$ cat src/rtl/seqmul_arbiter.sv
`default_nettype none
// ============================================================================
// seqmul_arbiter : round-robin sequencer sharing one 8x8 sequential multiplier
//                  among N_REQ requesters; optional WAIT timeout abort is
//                  enabled by defining SEQMUL_ARB_TIMEOUT_EN.
// Revision       : 1.0
// ============================================================================
module seqmul_arbiter #(
    parameter int N_REQ   = 4,
    parameter int TIMEOUT = 64
) (
    input  logic                 clk_i,
    input  logic                 rst_ni,
    input  logic [N_REQ-1:0]     req_valid_i,
    input  logic [8*N_REQ-1:0]   req_a_i,
    input  logic [8*N_REQ-1:0]   req_b_i,
    output logic [N_REQ-1:0]     req_ready_o,
    output logic                 rsp_valid_o,
    output logic [2:0]           rsp_id_o,
    output logic [15:0]          rsp_prod_o,
    output logic                 rsp_err_o,
    output logic                 busy_o,
    output logic                 mul_start_o,
    output logic [7:0]           mul_a_o,
    output logic [7:0]           mul_b_o,
    input  logic                 mul_done_i,
    input  logic [15:0]          mul_prod_i
);

    typedef enum logic [1:0] {
        S_IDLE  = 2'd0,
        S_ISSUE = 2'd1,
        S_WAIT  = 2'd2,
        S_RESP  = 2'd3
    } state_e;

    state_e      state_q;
    logic [2:0]  last_q;
    logic [2:0]  rsp_id_q;
    logic [7:0]  a_q;
    logic [7:0]  b_q;
    logic [15:0] prod_q;
    logic        rsp_valid_q;
    logic        busy_q;
    logic        start_q;

    logic [7:0]  valid_ext;
    logic [63:0] a_ext;
    logic [63:0] b_ext;
    logic        gnt_found;
    logic [2:0]  gnt_idx;
    logic [7:0]  ready_ext;

    // Widen to the 8-requester maximum so a 3-bit index always selects in range.
    assign valid_ext = 8'(req_valid_i);
    assign a_ext     = 64'(req_a_i);
    assign b_ext     = 64'(req_b_i);

    always_comb begin
        gnt_found = 1'b0;
        gnt_idx   = 3'd0;
        for (int k = 1; k <= N_REQ; k++) begin
            if (!gnt_found && valid_ext[3'((int'(last_q) + k) % N_REQ)]) begin
                gnt_found = 1'b1;
                gnt_idx   = 3'((int'(last_q) + k) % N_REQ);
            end
        end
    end

    always_comb begin
        ready_ext = 8'd0;
        if (rst_ni && state_q == S_IDLE && gnt_found) begin
            ready_ext[gnt_idx] = 1'b1;
        end
    end

    assign req_ready_o = ready_ext[N_REQ-1:0];
    assign rsp_valid_o = rsp_valid_q;
    assign rsp_id_o    = rsp_id_q;
    assign rsp_prod_o  = prod_q;
    assign busy_o      = busy_q;
    assign mul_start_o = start_q;
    assign mul_a_o     = a_q;
    assign mul_b_o     = b_q;

`ifdef SEQMUL_ARB_TIMEOUT_EN
    localparam int CNT_W = ($clog2(TIMEOUT + 1) > 8) ? $clog2(TIMEOUT + 1) : 8;
    logic [CNT_W-1:0] cnt_q;
    logic             err_q;
    assign rsp_err_o = err_q;
`else
    logic unused_timeout;
    assign unused_timeout = ^TIMEOUT;
    assign rsp_err_o      = 1'b0;
`endif

    always_ff @(posedge clk_i or negedge rst_ni) begin
        if (!rst_ni) begin
            state_q     <= S_IDLE;
            last_q      <= 3'(N_REQ - 1);
            rsp_id_q    <= 3'd0;
            a_q         <= 8'd0;
            b_q         <= 8'd0;
            prod_q      <= 16'd0;
            rsp_valid_q <= 1'b0;
            busy_q      <= 1'b0;
            start_q     <= 1'b0;
`ifdef SEQMUL_ARB_TIMEOUT_EN
            cnt_q       <= '0;
            err_q       <= 1'b0;
`endif
        end else begin
            start_q     <= 1'b0;
            rsp_valid_q <= 1'b0;
            case (state_q)
                S_IDLE: begin
                    if (gnt_found) begin
                        a_q     <= a_ext[{gnt_idx, 3'b000} +: 8];
                        b_q     <= b_ext[{gnt_idx, 3'b000} +: 8];
                        last_q  <= gnt_idx;
                        start_q <= 1'b1;
                        busy_q  <= 1'b1;
                        state_q <= S_ISSUE;
                    end
                end
                S_ISSUE: begin
`ifdef SEQMUL_ARB_TIMEOUT_EN
                    cnt_q   <= '0;
`endif
                    state_q <= S_WAIT;
                end
                S_WAIT: begin
                    // A done landing on the expiry cycle still counts as a normal completion.
                    if (mul_done_i) begin
                        prod_q      <= mul_prod_i;
                        rsp_id_q    <= last_q;
                        rsp_valid_q <= 1'b1;
`ifdef SEQMUL_ARB_TIMEOUT_EN
                        err_q       <= 1'b0;
`endif
                        state_q     <= S_RESP;
                    end
`ifdef SEQMUL_ARB_TIMEOUT_EN
                    else if (cnt_q == CNT_W'(TIMEOUT - 1)) begin
                        prod_q      <= 16'd0;
                        rsp_id_q    <= last_q;
                        rsp_valid_q <= 1'b1;
                        err_q       <= 1'b1;
                        state_q     <= S_RESP;
                    end else begin
                        cnt_q <= cnt_q + 1'b1;
                    end
`endif
                end
                S_RESP: begin
                    busy_q  <= 1'b0;
                    state_q <= S_IDLE;
                end
                default: state_q <= S_IDLE;
            endcase
        end
    end

endmodule
`default_nettype wire

$ cat config.mk
export PLATFORM = sky130hd
export DESIGN_NAME = seqmul_arbiter
export DESIGN_NICKNAME = d
export VERILOG_FILES = /design/src/rtl/seqmul_arbiter.sv
export SDC_FILE = /design/constraint.sdc
export NUM_CORES = 1
export LEC_CHECK = 0
export ABC_CLOCK_PERIOD_IN_PS = 3680
export CAP_MARGIN = 20
export CELL_PAD_IN_SITES_DETAIL_PLACEMENT = 0
export CELL_PAD_IN_SITES_GLOBAL_PLACEMENT = 1
export CORE_MARGIN = 8
export CORE_UTILIZATION = 30
export CTS_CLUSTER_SIZE = 14
export DETAILED_ROUTE_END_ITERATION = 8
export DONT_BUFFER_PORTS = 1
export GPL_TIMING_DRIVEN = 0
export PLACE_DENSITY_LB_ADDON = 0.08
export SYNTH_ARGS = -nofsm -noshare
export SYNTH_HDL_FRONTEND = slang
export SYNTH_SLANG_ARGS = --single-unit
$ cat constraint.sdc
create_clock -name clk_i -period 3.68 [get_ports clk_i]
set_input_delay 1.104 -clock clk_i [delete_from_list [all_inputs] [get_ports clk_i]]
set_output_delay 1.104 -clock clk_i [all_outputs]
set_load 0.02 [all_outputs]
==> summary.md, run 1 <==
| Metric | Value |
|---|---|
| Outcome | finished, final reports clean |
| Number of synthesized register bits | 41 |
| Critical R2R Launch | last_q[0]$_DFFE_PN1P_ |
| CTS tree | yes |
| Layout cell share with drive strength beyond 1 | 0.220 |
| Max_cap viols | 0 |
| Clk_skew | between 2 and 2.5 ps |
| Minimum clock period after layout | roughly 3500 ps |
| DR DRC count | 0 |
| Fmax | approximately 280 MHz |
| Sw Ratio | 0.458 |
| Worst min-delay path category | primary input to async pin |
| Skew-Pair Late Insertion Delay | just under 300 ps |
| # nets final | 344 |
| GRT Residual Overflow | 0 |
| Total negative slack | 0 ps |
| Root buf cell | clkbuf_8 |
| Cell taking the most area after synthesis | dfrtp_1 |
| Most frequent cells in the layout | 39 x dfrtp_1, 25 x nor2_1, 21 x o21ai_0 |
| Final HPWL DP | slightly above 6 mm |
| Cell row count | 32 |
| Via Count | between 1500 and 2000 |
| Finished Core Util | 0.343 |
| Average size of a mapped cell | between 9 and 10 sq um |
| Antenna violations before repair | 0 |
| CTS Buf Count | 5 |
| Area taken by multi-input logic gates | around 1200 sq um |
| Clock power frac | 0.155 |
| P&R area growth vs syn | 11.4% |
| Pwr per Cell Area | about 910 nW/um^2 |
| Die Y-Extent | between 100 and 150 um |
| Synth top area share | 0.412 |
| # diodes | 0 |
| Die Area | around 11000 sq um |
| First-pass GRT wire length | ~12 mm |
| LEAKAGE | 1.04 nW |
| Final Slew Violations | 0 |
| Cells after Synth | between 200 and 250 |
| Worst setup path start | req_valid_i[1] |
| Worst-Margin Slew | 647 ps |
| Drt pass-1 iters | 4 |
| Bufs on Longest Clock Path | 2 |
| Crit. End Element | primary output |
| Grt met2 use | 0.242 |
| Total GRT Usage | 0.143 |
| Die Span X | about 100 um |
| Sequential share of power | 0.463 |
| Most common cell after layout, fill and taps aside | dfrtp_1 |
| IO Port Bufs | 0 |
| Clock sink count | 41 |
| Post-synthesis sequential area ratio | 0.434 |
| GP Congestion | ~0.73 |
| NetSw | ~1.1 mW |
| Unrepaired setup endpoints after global routing | false |
| Vias per cell | 5.53 |
| Relative max-transition margin | 0.566 |
| Final setup viols | 0 |
| I/O Pins | 130 |
| Fin. Hold Viols | 0 |
| Comb pwr share | 0.382 |
| Worst EP arrival | roughly 2400 ps |
| Core footprint | 7690 sq um |
| WS Path Type | primary input to primary output |
| Most area-consuming cells after synthesis | dfrtp_1 41%, mux2_2 8.6%, a32oi_1 5.9% |
| Cts hold-fix bufs | 0 |
| Syn Std Cell Area | 2370 sq um |
| Met1 Usage GRT | 0.168 |
| Warnings from Yosys | 0 |
| P_int | roughly 1.3 mW |
| Final period util | 0.963 |
| Met3 Track Usage GR | 0.0516 |
| CTS HTree Levels | 2 |
| Crit path launch type | primary input |
| Routed wire per std cell | approximately 23 um |
| Clk slew on worst S/H paths | 80 ps |
| Drt initial violations | 93 |
| Fill cells | 821 |
| GR peak layer | met2 |
| FF/Latch Area | approximately 1000 sq um |
| Detail Route Antenna Nets | 0 |
| Critical Path Fanout Max | 10 |
| Vias in the first global route | 2078 |
| Total power | between 2 and 2.5 mW |
| Hold WS | ~500 ps |
| Drt total wl | around 8 mm |
| Starting Density | 0.308 |
| VDD IR max | roughly 0.27 mV |
| Distinct cell type count after synthesis | 34 |
| CP Data Required Time | 2580 ps |
| Pin count of the biggest net entering global routing | 43 |
final timing paths:
kind	end	cells past startpoint	slack [ps]
min	rsp_prod_o[0]$_DFFE_PN0P_	0	500
max reg2reg	mul_a_o[0]$_DFFE_PN0P_	6	1580
min in group clk_i	state_q[0]$_DFFE_PN0P_	1	550
max in group asynchronous	last_q[1]$_DFFE_PN1P_	0	3010
min reg2reg	state_q[0]$_DFFE_PN0P_	1	550
max	req_ready_o[2]	5	140
worst max-delay path, stage by stage:
cell	delay, ps
buf_4	150
o21ai_1	360
buf_2	350
nand3_1	100
nor2_1	370
synthesized netlist by cell type:
| cell | number |
|---|---|
| and2_1 | 16 |
| nor3_1 | 2 |
| buf_4 | 6 |
| o41ai_4 | 1 |
| nand2b_4 | 1 |
| clkbuf_1 | 8 |
| conb_1 | 1 |
| nand3_1 | 1 |
| a21oi_1 | 2 |
| o311a_1 | 1 |
| a21boi_1 | 1 |
| o21ai_0 | 21 |
| inv_2 | 2 |
| mux2_2 | 18 |
| nand2b_1 | 1 |
| inv_1 | 5 |
| a21bo_2 | 1 |
| dfstp_2 | 2 |
| dfrtp_1 | 39 |
| a31oi_1 | 18 |
| nor2_1 | 28 |
| a32oi_1 | 16 |
| a311o_1 | 1 |
| a41oi_1 | 16 |
| nor3b_1 | 2 |
| o32a_1 | 1 |
| or3_1 | 1 |
| nand2_1 | 10 |
| and3_1 | 2 |
| and3b_1 | 1 |
| ha_1 | 4 |
| buf_2 | 13 |
| a221o_1 | 1 |
| o21ai_1 | 1 |
state kept, by name (all words and copies together), names as in the netlist:
signal / flops
rsp_id_o: 2
mul_a_o: 8
mul_start_o: 1
rsp_prod_o: 16
rsp_valid_o: 1
busy_o: 1
last_q: 2
mul_b_o: 8
state_q: 2
routing by layer:
layer  vias up  wire length, um
met4         0               61
met1       949             3220
li1        922                -
met5         -                0
met2        91             4070
met3         6              719
area by class of cell:
cell class                      count  area share
Buffer                             27      0.0531
Clock buffer                        6      0.0275
Clock inverter                      2      0.0147
Inverter                            7     0.00996
Multi-Input combinational cell    170       0.454
Sequential cell                    41       0.390
Tap cell                          102      0.0484
Timing Repair Buffer                1     0.00284
cell families after synthesis:
family,synth area share
compound gates,0.252
flops,0.434
simple gates,0.135
mux,0.0855
buf+inv,0.0702
other cells,0.00158
fa+ha+maj,0.0211
what timing repair did:
| action | 4_1_cts | 5_1_grt |
|---|---|---|
| resized for setup | 2 | 3 |
| buffers inserted | 1 | 0 |
| setup endpoints to repair | 4 | 3 |
| pin swaps | 1 | 0 |
stage by stage:
stage / cell area (sq um) / cells / worst slack [ps]
after CTS: 2630 / 356 / 76.2
after global routing: 2640 / 356 / 6.71
after floorplan: 2370 / 245 / 305
after detailed placement: 2500 / 347 / -232
final: 2640 / 356 / 136
after global placement: 2500 / 347 / -273
power by group through the flow:
stage | Clock [mW] | Sequential, mW | Combinational (mW)
final | 0.371 | 1.11 | 0.917
after global routing | 0.408 | 1.15 | 1.03
after CTS | 0.390 | 1.13 | 0.926
after detailed placement | 0 | 1.13 | 0.909
after global placement | 0 | 1.13 | 0.908
after floorplan | 0 | 1.06 | 0.717
Power figures use the tool's default switching activity.
==> run 2: changes to the inputs <==
--- a/config.mk
+++ b/config.mk
@@ -7,8 +7,8 @@
 export LEC_CHECK = 0
 export ABC_CLOCK_PERIOD_IN_PS = 3680
 export CAP_MARGIN = 20
-export CELL_PAD_IN_SITES_DETAIL_PLACEMENT = 0
-export CELL_PAD_IN_SITES_GLOBAL_PLACEMENT = 1
+export CELL_PAD_IN_SITES_DETAIL_PLACEMENT = 1
+export CELL_PAD_IN_SITES_GLOBAL_PLACEMENT = 2
 export CORE_MARGIN = 8
 export CORE_UTILIZATION = 30
 export CTS_CLUSTER_SIZE = 14
==> summary.md, run 2 (synthesis results as in run 1) <==
| Metric | Value |
|---|---|
| Outcome | finished, final reports clean |
| Max_cap viols | 0 |
| Worst min-delay path category | primary input to async pin |
| Relative max-transition margin | 0.628 |
| DR DRC count | 0 |
| IO Port Bufs | 0 |
| Critical Path Fanout Max | 10 |
| # diodes | 0 |
| Post-DP Area | 2500 sq um |
| Vias in the first global route | 2208 |
| Total negative slack | 0 ps |
| Layout cell share with drive strength beyond 1 | 0.224 |
| P&R area growth vs syn | 10.7% |
| Drt pass-1 iters | 4 |
| Unrepaired setup endpoints after global routing | false |
| Antenna violations before repair | 0 |
| Final Slew Violations | 0 |
| Die Y-Extent | approximately 100 um |
| Most common cell after layout, fill and taps aside | dfrtp_1 |
| Hold WS | 488 ps |
| Largest register FFs | 16 |
| Skew-Pair Late Insertion Delay | 300 ps |
| Worst EP arrival | between 2000 and 2500 ps |
| Pwr per Cell Area | ~900 nW/um^2 |
| Cell row count | 32 |
| Finished Core Util | 0.341 |
| Fin. Hold Viols | 0 |
| VDD IR max | roughly 0.27 mV |
| Die Area | between 10000 and 15000 sq um |
| Worst-Margin Slew | ~560 ps |
| Crit path launch type | primary input |
| Root buf cell | clkbuf_8 |
| Clk slew on worst S/H paths | 90 ps |
| Routed wire per std cell | 23.6 um |
| Starting Density | 0.308 |
| Minimum clock period after layout | around 3600 ps |
| Detail Route Antenna Nets | 0 |
| Fmax | 280 MHz |
| CTS tree | yes |
| Clk_skew | roughly 5.6 ps |
| GP Congestion | 0.685 |
| GRT Residual Overflow | 0 |
| Clock sink count | 41 |
| Pin count of the biggest net entering global routing | 43 |
| First-pass GRT wire length | 13.2 mm |
| Drt initial violations | 75 |
| # nets final | between 300 and 400 |
| Via Count | approximately 2000 |
| Finished Cell Area | between 2000 and 3000 sq um |
| Most frequent cells in the layout | 39 x dfrtp_1, 26 x nor2_1, 21 x o21ai_0 |
| Die Span X | 105 um |
| PnR worst setup slack | between 100 and 150 ps |
| WS Path Type | primary input to primary output |
| Total GRT Usage | 0.152 |
| Cts hold-fix bufs | 0 |
| CTS HTree Levels | 2 |
| Vias per cell | 5.51 |
| I/O Pins | 130 |
| Final period util | 0.971 |
| Final setup viols | 0 |
| CP Data Required Time | 2580 ps |
| Post-Place Worst Slack | -259 ps |
| Bufs on Longest Clock Path | 2 |
| CTS Buf Count | 5 |
| Drt total wl | around 8.4 mm |
| Core footprint | 7690 sq um |
| Crit. End Element | primary output |
| LEAKAGE | 1.03 nW |
| Final HPWL DP | 6.32 mm |
## run 2: layout make-up
type                    instances  area [sq um]
clock buffers                   5          68.8
inverters                       7          26.3
repair buffers                  1          7.51
well taps                     102           128
plain buffers                  27           140
multi-input cells             170          1200
fillers                       906          5060
flip-flops and latches         41          1030
clock inverters                 3          25.0
## run 2: worst max-delay path: stages
cell and delay [ps]:
buf_2 170, nor3_1 180, a221o_1 130, buf_2 190, buf_2 260, nand2_1 80, nor2_1 360
## run 2: timing repair
action | 4_1_cts | 5_1_grt
gates resized for setup | 2 | 3
buffers inserted | 1 | 0
setup endpoints to repair | 4 | 3
cloned | 0 | 0
pin swaps | 1 | 0
## run 2: path summary, 6_finish.rpt
path | from | end | slack [ps] | cells past startpoint
max in group asynchronous | rst_ni | last_q[1]$_DFFE_PN1P_ | 3000 | 0
hold / removal | rst_ni | rsp_prod_o[15]$_DFFE_PN0P_ | 490 | 0
setup / recovery | req_valid_i[0] | req_ready_o[3] | 110 | 7
hold reg to reg | state_q[0]$_DFFE_PN0P_ | state_q[0]$_DFFE_PN0P_ | 560 | 1
min in group clk_i | state_q[0]$_DFFE_PN0P_ | state_q[0]$_DFFE_PN0P_ | 560 | 1
setup reg to reg | last_q[0]$_DFFE_PN1P_ | mul_a_o[1]$_DFFE_PN0P_ | 1640 | 7
## run 2: stage by stage
step           power (mW)  instances
2_1_floorplan        1.78        245
3_3_place_gp         2.03        347
3_5_place_dp         2.05        347
4_1_cts              2.39        356
5_1_grt              2.55        356
6_report             2.36        356
## run 2: per-layer routing
metal | vias to the layer above | share of wire | wire, um | GRT usage
met5 | - | 0 | 0 | 0
li1 | 920 | - | - | -
met2 | 68 | 0.48 | 4000 | 0.246
met1 | 969 | 0.45 | 3770 | 0.194
met4 | 0 | 0.0065 | 55 | 0.0336
met3 | 5 | 0.070 | 587 | 0.0467
## run 2: power breakdown
part           internal (mW)  switching, mW  total, mW
combinational          0.407          0.522      0.929
clock                  0.137          0.184      0.322
sequential             0.690          0.418       1.11
total                   1.23           1.12       2.36
